[src/rtl/mlp_core.sv]
// Two-layer MLP inference engine: one shared 8x8 MAC sweeps the hidden layer, then
// the output layer, and reports the argmax of the activated output neurons.
module mlp_core #(
    parameter int N_IN      = 784,
    parameter int N_HID     = 32,
    parameter int N_OUT     = 10,
    parameter int IN_BINARY = 1,
    localparam int AI       = $clog2(N_IN),
    localparam int AH       = $clog2(N_HID),
    localparam int AO       = $clog2(N_OUT),
    localparam int ACC_W    = 16 + AI + 1
) (
    input  logic           clk,
    input  logic           rst_n,
    input  logic           start,
    input  logic           abort,
    output logic           busy,
    output logic           done,
    output logic [AO-1:0]  digit,
    output logic [7:0]     max_val,
    output logic [AI-1:0]  in_addr,
    input  logic [7:0]     in_q,
    output logic [AH+AI-1:0] wh_addr,
    input  logic [7:0]     wh_q,
    output logic [AO+AH-1:0] wo_addr,
    input  logic [7:0]     wo_q,
    output logic [10:0]    lut_addr,
    input  logic [7:0]     lut_q
);

    typedef enum logic [3:0] {
        IDLE    = 4'd0,
        HID_MAC = 4'd1,
        HID_DR1 = 4'd2,
        HID_DR2 = 4'd3,
        HID_WR  = 4'd4,
        OUT_MAC = 4'd5,
        OUT_DR1 = 4'd6,
        OUT_DR2 = 4'd7,
        OUT_WR  = 4'd8,
        DONE    = 4'd9
    } state_t;

    localparam logic signed [ACC_W-1:0] S_MAX = ACC_W'(1023);
    localparam logic signed [ACC_W-1:0] S_MIN = ACC_W'(-1024);

    state_t                   state_r, state_nxt;
    logic                     busy_r, done_r;
    logic [AI-1:0]            in_cnt_r;
    logic [AH-1:0]            hid_cnt_r;
    logic [AO-1:0]            out_cnt_r;
    logic signed [ACC_W-1:0]  acc_r;
    logic signed [ACC_W-1:0]  acc_nxt_s;
    logic signed [ACC_W-1:0]  sh_s;
    logic [10:0]              lut_idx_s;
    logic [10:0]              lut_addr_r;
    logic                     prod_en_r;
    logic                     phase_out_r;
    logic [7:0]               hram [N_HID];
    logic [7:0]               hram_q_r;
    logic signed [7:0]        in_op_s, op_a_s, op_b_s;
    logic signed [15:0]       prod_s;
    logic [7:0]               best_val_r, max_val_r;
    logic [AO-1:0]            best_idx_r, digit_r;
    logic                     in_last_s, hid_last_s, out_last_s;

    assign in_last_s  = (in_cnt_r == AI'(N_IN - 1));
    assign hid_last_s = (hid_cnt_r == AH'(N_HID - 1));
    assign out_last_s = (out_cnt_r == AO'(N_OUT - 1));

    assign busy     = busy_r;
    assign done     = done_r;
    assign digit    = digit_r;
    assign max_val  = max_val_r;
    assign in_addr  = in_cnt_r;
    assign wh_addr  = {hid_cnt_r, in_cnt_r};
    assign wo_addr  = {out_cnt_r, hid_cnt_r};
    assign lut_addr = lut_addr_r;

    // Next-state logic; abort overrides every transition.
    always_comb begin
        state_nxt = state_r;
        if (abort) begin
            state_nxt = IDLE;
        end else begin
            case (state_r)
                IDLE:    if (start) state_nxt = HID_MAC; else state_nxt = IDLE;
                HID_MAC: if (in_last_s) state_nxt = HID_DR1; else state_nxt = HID_MAC;
                HID_DR1: state_nxt = HID_DR2;
                HID_DR2: state_nxt = HID_WR;
                HID_WR:  if (hid_last_s) state_nxt = OUT_MAC; else state_nxt = HID_MAC;
                OUT_MAC: if (hid_last_s) state_nxt = OUT_DR1; else state_nxt = OUT_MAC;
                OUT_DR1: state_nxt = OUT_DR2;
                OUT_DR2: state_nxt = OUT_WR;
                OUT_WR:  if (out_last_s) state_nxt = DONE; else state_nxt = OUT_MAC;
                DONE:    state_nxt = IDLE;
                default: state_nxt = IDLE;
            endcase
        end
    end

    // State register with busy/done decoded one cycle early so they are registered.
    always_ff @(posedge clk or negedge rst_n) begin
        if (!rst_n) begin
            state_r <= IDLE;
            busy_r  <= 1'b0;
            done_r  <= 1'b0;
        end else begin
            state_r <= state_nxt;
            busy_r  <= (state_nxt != IDLE);
            done_r  <= (state_nxt == DONE);
        end
    end

    // Input operand: binary pixels map to full-scale positive or zero.
    always_comb begin
        if (IN_BINARY != 0) begin
            if (in_q[0]) in_op_s = 8'sd127; else in_op_s = 8'sd0;
        end else begin
            in_op_s = in_q;
        end
    end

    // MAC operand select, using the phase of the cycle that issued the address.
    always_comb begin
        if (phase_out_r) begin
            op_a_s = hram_q_r;
            op_b_s = wo_q;
        end else begin
            op_a_s = in_op_s;
            op_b_s = wh_q;
        end
    end

    assign prod_s    = 16'(op_a_s) * 16'(op_b_s);
    assign acc_nxt_s = acc_r + {{(ACC_W-16){prod_s[15]}}, prod_s};
    assign sh_s      = acc_nxt_s >>> 7;

    // Saturate the scaled sum; adding 1024 to an 11-bit two's complement value flips its MSB.
    always_comb begin
        if (sh_s > S_MAX) begin
            lut_idx_s = 11'd2047;
        end else if (sh_s < S_MIN) begin
            lut_idx_s = 11'd0;
        end else begin
            lut_idx_s = sh_s[10:0] ^ 11'h400;
        end
    end

    // Term and neuron counters; each clears on its terminal count instead of wrapping.
    always_ff @(posedge clk or negedge rst_n) begin
        if (!rst_n) begin
            in_cnt_r  <= {AI{1'b0}};
            hid_cnt_r <= {AH{1'b0}};
            out_cnt_r <= {AO{1'b0}};
        end else if (abort) begin
            in_cnt_r  <= {AI{1'b0}};
            hid_cnt_r <= {AH{1'b0}};
            out_cnt_r <= {AO{1'b0}};
        end else begin
            case (state_r)
                IDLE: begin
                    if (start) begin
                        in_cnt_r  <= {AI{1'b0}};
                        hid_cnt_r <= {AH{1'b0}};
                        out_cnt_r <= {AO{1'b0}};
                    end
                end
                HID_MAC: begin
                    if (in_last_s) in_cnt_r <= {AI{1'b0}};
                    else           in_cnt_r <= in_cnt_r + 1'b1;
                end
                HID_WR, OUT_MAC: begin
                    if (hid_last_s) hid_cnt_r <= {AH{1'b0}};
                    else            hid_cnt_r <= hid_cnt_r + 1'b1;
                end
                OUT_WR: begin
                    if (out_last_s) out_cnt_r <= {AO{1'b0}};
                    else            out_cnt_r <= out_cnt_r + 1'b1;
                end
                default: ;
            endcase
        end
    end

    // Accumulator: one product per cycle trailing the address by the memory latency.
    always_ff @(posedge clk or negedge rst_n) begin
        if (!rst_n) begin
            acc_r       <= {ACC_W{1'b0}};
            lut_addr_r  <= 11'd0;
            prod_en_r   <= 1'b0;
            phase_out_r <= 1'b0;
        end else if (abort) begin
            acc_r       <= {ACC_W{1'b0}};
            prod_en_r   <= 1'b0;
            phase_out_r <= 1'b0;
        end else begin
            prod_en_r   <= (state_r == HID_MAC) || (state_r == OUT_MAC);
            phase_out_r <= (state_r == OUT_MAC);
            case (state_r)
                IDLE: if (start) acc_r <= {ACC_W{1'b0}};
                HID_WR, OUT_WR: acc_r <= {ACC_W{1'b0}};
                HID_DR1, OUT_DR1: begin
                    acc_r      <= acc_nxt_s;
                    lut_addr_r <= lut_idx_s;
                end
                default: if (prod_en_r) acc_r <= acc_nxt_s;
            endcase
        end
    end

    // Hidden activation RAM, synchronous read.
    always_ff @(posedge clk) begin
        if (state_r == HID_WR && !abort) hram[hid_cnt_r] <= lut_q;
        hram_q_r <= hram[hid_cnt_r];
    end

    // Running argmax; strict compare keeps the lowest index on ties.
    always_ff @(posedge clk or negedge rst_n) begin
        if (!rst_n) begin
            best_val_r <= 8'd0;
            best_idx_r <= {AO{1'b0}};
            digit_r    <= {AO{1'b0}};
            max_val_r  <= 8'd0;
        end else if (!abort) begin
            case (state_r)
                OUT_WR: begin
                    if (out_cnt_r == {AO{1'b0}} || lut_q > best_val_r) begin
                        best_val_r <= lut_q;
                        best_idx_r <= out_cnt_r;
                    end
                end
                DONE: begin
                    digit_r   <= best_idx_r;
                    max_val_r <= best_val_r;
                end
                default: ;
            endcase
        end
    end

endmodule

[config.mk]
export PLATFORM = sky130hd
export DESIGN_NAME = mlp_core
export DESIGN_NICKNAME = d
export VERILOG_FILES = /design/src/rtl/mlp_core.sv
export SDC_FILE = /design/constraint.sdc
export NUM_CORES = 1
export LEC_CHECK = 0
export CAP_MARGIN = 20
export CORE_MARGIN = 5
export CORE_UTILIZATION = 35
export CTS_CLUSTER_DIAMETER = 150
export DETAILED_ROUTE_END_ITERATION = 8
export SLEW_MARGIN = 0
export SYNTH_ARGS = -nofsm -noshare
export SYNTH_HDL_FRONTEND = slang
export SYNTH_SLANG_ARGS = --single-unit
[constraint.sdc]
create_clock -name clk -period 7.3 [get_ports clk]
set_input_delay 0.73 -clock clk [delete_from_list [all_inputs] [get_ports clk]]
set_output_delay 0.73 -clock clk [all_outputs]
set_load 0.01 [all_outputs]
==> results of run 1 <==
cell families after synthesis:
logic type	count (synthesis)
AO/OA/AOI/OAI	249
XOR/XNOR	39
adder cells (fa/ha/maj)	128
buffers and inverters	186
flip-flops	353
multiplexers	93
AND/OR/NAND/NOR	340
routing by layer:
layer  track usage  vias to the layer above
met5             0                        -
met4        0.0433                        0
met3        0.0288                       76
met2         0.258                      352
met1         0.225                     6101
li1              -                     5607
state kept, by name, summed over array words and instances (netlist names):
register     count
hram_q_r         8
busy             1
best_val_r       8
prod_en_r        1
best_idx_r       4
digit            4
done             1
out_cnt_r        4
lut_addr        11
hid_cnt_r        5
in_addr         10
max_val          8
state_r          4
acc_r           27
hram           256
phase_out_r      1
path summary, 6_finish.rpt:
kind                                end  cells after the start
max                         lut_addr[9]                     34
min                         lut_addr[2]                      1
max reg2reg                 lut_addr[9]                     36
min reg2reg                   acc_r[14]                      2
max in group asynchronous  hid_cnt_r[0]                      2
min in group clk              acc_r[14]                      2
worst max-delay path: cells and delay by family:
kind	cells	cell delay, ns
AO/OA/AOI/OAI	8	1.21
multiplexers	1	0.34
adder cells (fa/ha/maj)	6	2.47
XOR/XNOR	1	0.21
AND/OR/NAND/NOR	5	1.03
buffers and inverters	13	1.77
metrics by stage:
stage	power, W	area (sq um)	TNS (ns)
5_1_grt	0.00632	23100	-4.03
3_3_place_gp	0.00392	21300	-9.76
6_report	0.00601	23100	-0.588
3_5_place_dp	0.00393	21300	-10.49
4_1_cts	0.00596	22900	-0.0626
2_1_floorplan	0.00326	18600	-0.266
synthesized netlist by cell type (6+ instances only):
cell,n
fa_1,56
o21ai_1,6
nand3_1,16
and3_1,17
a31oi_1,15
clkbuf_1,36
dfrtp_1,89
nand2b_1,10
nor2_1,123
nand4_1,16
ha_1,72
buf_1,7
o21bai_1,6
o311ai_1,10
o21ai_0,62
nor3_1,23
and2_1,11
nand2_1,66
a22o_1,10
xor2_1,9
dfxtp_1,8
a21o_1,16
xnor2_1,27
edfxtp_1,256
mux2i_1,7
or2_2,13
a21oi_1,53
a22oi_1,32
buf_4,15
mux2_2,21
inv_1,122
o211ai_1,6
mux4_2,64
nor2b_1,14
cell type report:
cell class	count	area [sq um]
Multi-Input combinational cell	850	8140
Fill cell	4535	28500
Inverter	123	462
Clock buffer	47	1020
Tap cell	680	851
Timing Repair Buffer	269	2390
Clock inverter	17	189
Sequential cell	353	10100
Antenna cell	1	2.50
power groups by stage:
stage          Sequential [W]  Clock (W)  Combinational (W)
2_1_floorplan         0.00227          0           0.000994
3_3_place_gp          0.00226          0            0.00166
3_5_place_dp          0.00226          0            0.00167
4_1_cts               0.00222    0.00194            0.00180
5_1_grt               0.00223    0.00203            0.00206
6_report              0.00222    0.00190            0.00188
repair_timing:
| action | in CTS | in global routing |
|---|---|---|
| setup buffers | 16 | 2 |
| gates resized for setup | 54 | 30 |
| hold buffers | 0 | 0 |
| setup endpoints to repair | 12 | 15 |
| pin swaps | 4 | 5 |
| cloned | 3 | 0 |
==> results.sh, run 1 <==
export IMPL_outcome="finished, violations left"
export IMPL_violations="setup timing"
export IMPL_clkSinkCount=353
export IMPL_clock_skew_ns=0.0174
export IMPL_finalMaxSlewViolations=0
export IMPL_ys_types=84
export IMPL_power_density_nw_per_um2=260
export IMPL_slowest_delay_ns=0.54
export IMPL_setup_violations=10
export IMPL_slowest_stage="fa_1"
export IMPL_drt_pass1_iterations=5
export IMPL_nNetsFinal=1799
export IMPL_intPower_w=0.00422
export IMPL_worst_hold_slack_ns=0.159
export IMPL_arrival_ns=7.78
export IMPL_synth_compound_area_frac=0.0905
export IMPL_tightest_slew_ns=0.969
export IMPL_ys_warn_count=0
export IMPL_drt_total_wl_um=45800
export IMPL_ys_flop_type="edfxtp_1"
export IMPL_crit_required_ns=7.71
export IMPL_final_hold_viol_count=0
export IMPL_core_sq_um=51600
export IMPL_setup_slack_ns=-0.0713
export IMPL_combPwrFrac=0.314
export IMPL_port_buffers=87
export IMPL_drtIter0Drc=819
export IMPL_dpl_cell_count=2252
export IMPL_stdcell_count=2340
export IMPL_rrSetupSlack_ns=-0.07
export IMPL_cts_tree="yes"
export IMPL_die_height_um=239
export IMPL_fmax_mhz=136
export IMPL_maxCapViolations=0
export IMPL_ios=95
export IMPL_ys_ff_latch=353
export IMPL_yosys_top_cells_area="edfxtp_1 (42%), dfrtp_1 (12%), mux4_2 (7.9%), fa_1 (6.1%), ha_1 (4.9%)"
export IMPL_synthAdderAreaFrac=0.110
export IMPL_crit_path_start_kind="input port"
export IMPL_synth_seq_area_share=0.550
export IMPL_top_layer_used="met4"
export IMPL_syn_num_nets=1552
export IMPL_die_x_um=239
export IMPL_cts_root_buf="clkbuf_16"
export IMPL_grt_usage=0.160
export IMPL_synth_top_area_cell="edfxtp_1"
export IMPL_antenna_found_initial=1
export IMPL_startpoint="wh_q[7]"
export IMPL_clockBufferDepth=3
export IMPL_synthArstFlopShare=0.252
export IMPL_p_seq_frac=0.370
export IMPL_crit_fanout=6
export IMPL_wl_per_cell_um=19.6
export IMPL_syn_inst=1388
export IMPL_synth_simple_area_share=0.0908
export IMPL_critical_path_class="input port to flop"
export IMPL_drcViolationCount=0
export IMPL_yosys_area_top_type_share=0.420
export IMPL_power_switching_w=0.00179
export IMPL_met2WireLength_um=21600
export IMPL_grt_pass1_vias=12700
export IMPL_fin_crit_sh=1.01
export IMPL_rows=83
export IMPL_place_congestion=0.878
export IMPL_drt_met1_wl_um=20500
export IMPL_grt_max_degree=51
export IMPL_synthesis_area_sq_um=18300
export IMPL_layout_common_cells="edfxtp_1 (256), buf_4 (164), nor2_1 (121), inv_1 (119), dfrtp_1 (87)"
export IMPL_grt_ovfl_total=0
export IMPL_dp_hpwl_um=30800
export IMPL_muxShareOfSynthArea=0.0962
export IMPL_leakage_nw=8.89
export IMPL_rsz0062_at_grt="yes"
export IMPL_pre_cts_slack_ns=-0.804
export IMPL_slew_headroom=0.354
export IMPL_clkLatencyLatePin_ns=0.55
export IMPL_path_clk_slew_ns=0.06
export IMPL_final_util=0.448
export IMPL_start_util=0.355
export IMPL_fin_crit_ns=7.37
export IMPL_drive_above_1_share=0.271
export IMPL_htreeDepth=2
export IMPL_clkPwrFrac=0.316
export IMPL_via_per_inst=5.19
export IMPL_synth_edf_count=256
export IMPL_dieArea_sq_um=57000
export IMPL_irDropWorstVdd_uv=197
export IMPL_area_growth_pct=26.3
export IMPL_grt_pass1_wl_um=72500
export IMPL_route_met3_wl_um=2790
export IMPL_p_sw_frac=0.297
export IMPL_synth_top_family_by_area="adder cells"
export IMPL_worstSetupEndpointType="flop"
export IMPL_hold_class="input port to asynchronous set/reset pin"
export IMPL_synth_xor_area_frac=0.0203
export IMPL_vias=12100
export IMPL_cts_buffers=38
export IMPL_layout_commonest_cell="edfxtp_1"
export IMPL_synth_area_per_cell_sq_um=13.2
export IMPL_ant_nets=0
export IMPL_rr_startpoint="phase_out_r"
Power figures use the tool's default switching activity.
==> run 2, diff against run 1 <==
--- a/config.mk
+++ b/config.mk
@@ -10,7 +10,7 @@
 export CORE_UTILIZATION = 35
 export CTS_CLUSTER_DIAMETER = 150
 export DETAILED_ROUTE_END_ITERATION = 8
-export SLEW_MARGIN = 0
+export SLEW_MARGIN = 5
 export SYNTH_ARGS = -nofsm -noshare
 export SYNTH_HDL_FRONTEND = slang
 export SYNTH_SLANG_ARGS = --single-unit
==> results of run 2 <==
No change in the layout: final DEF, timing and power equal those of run 1.
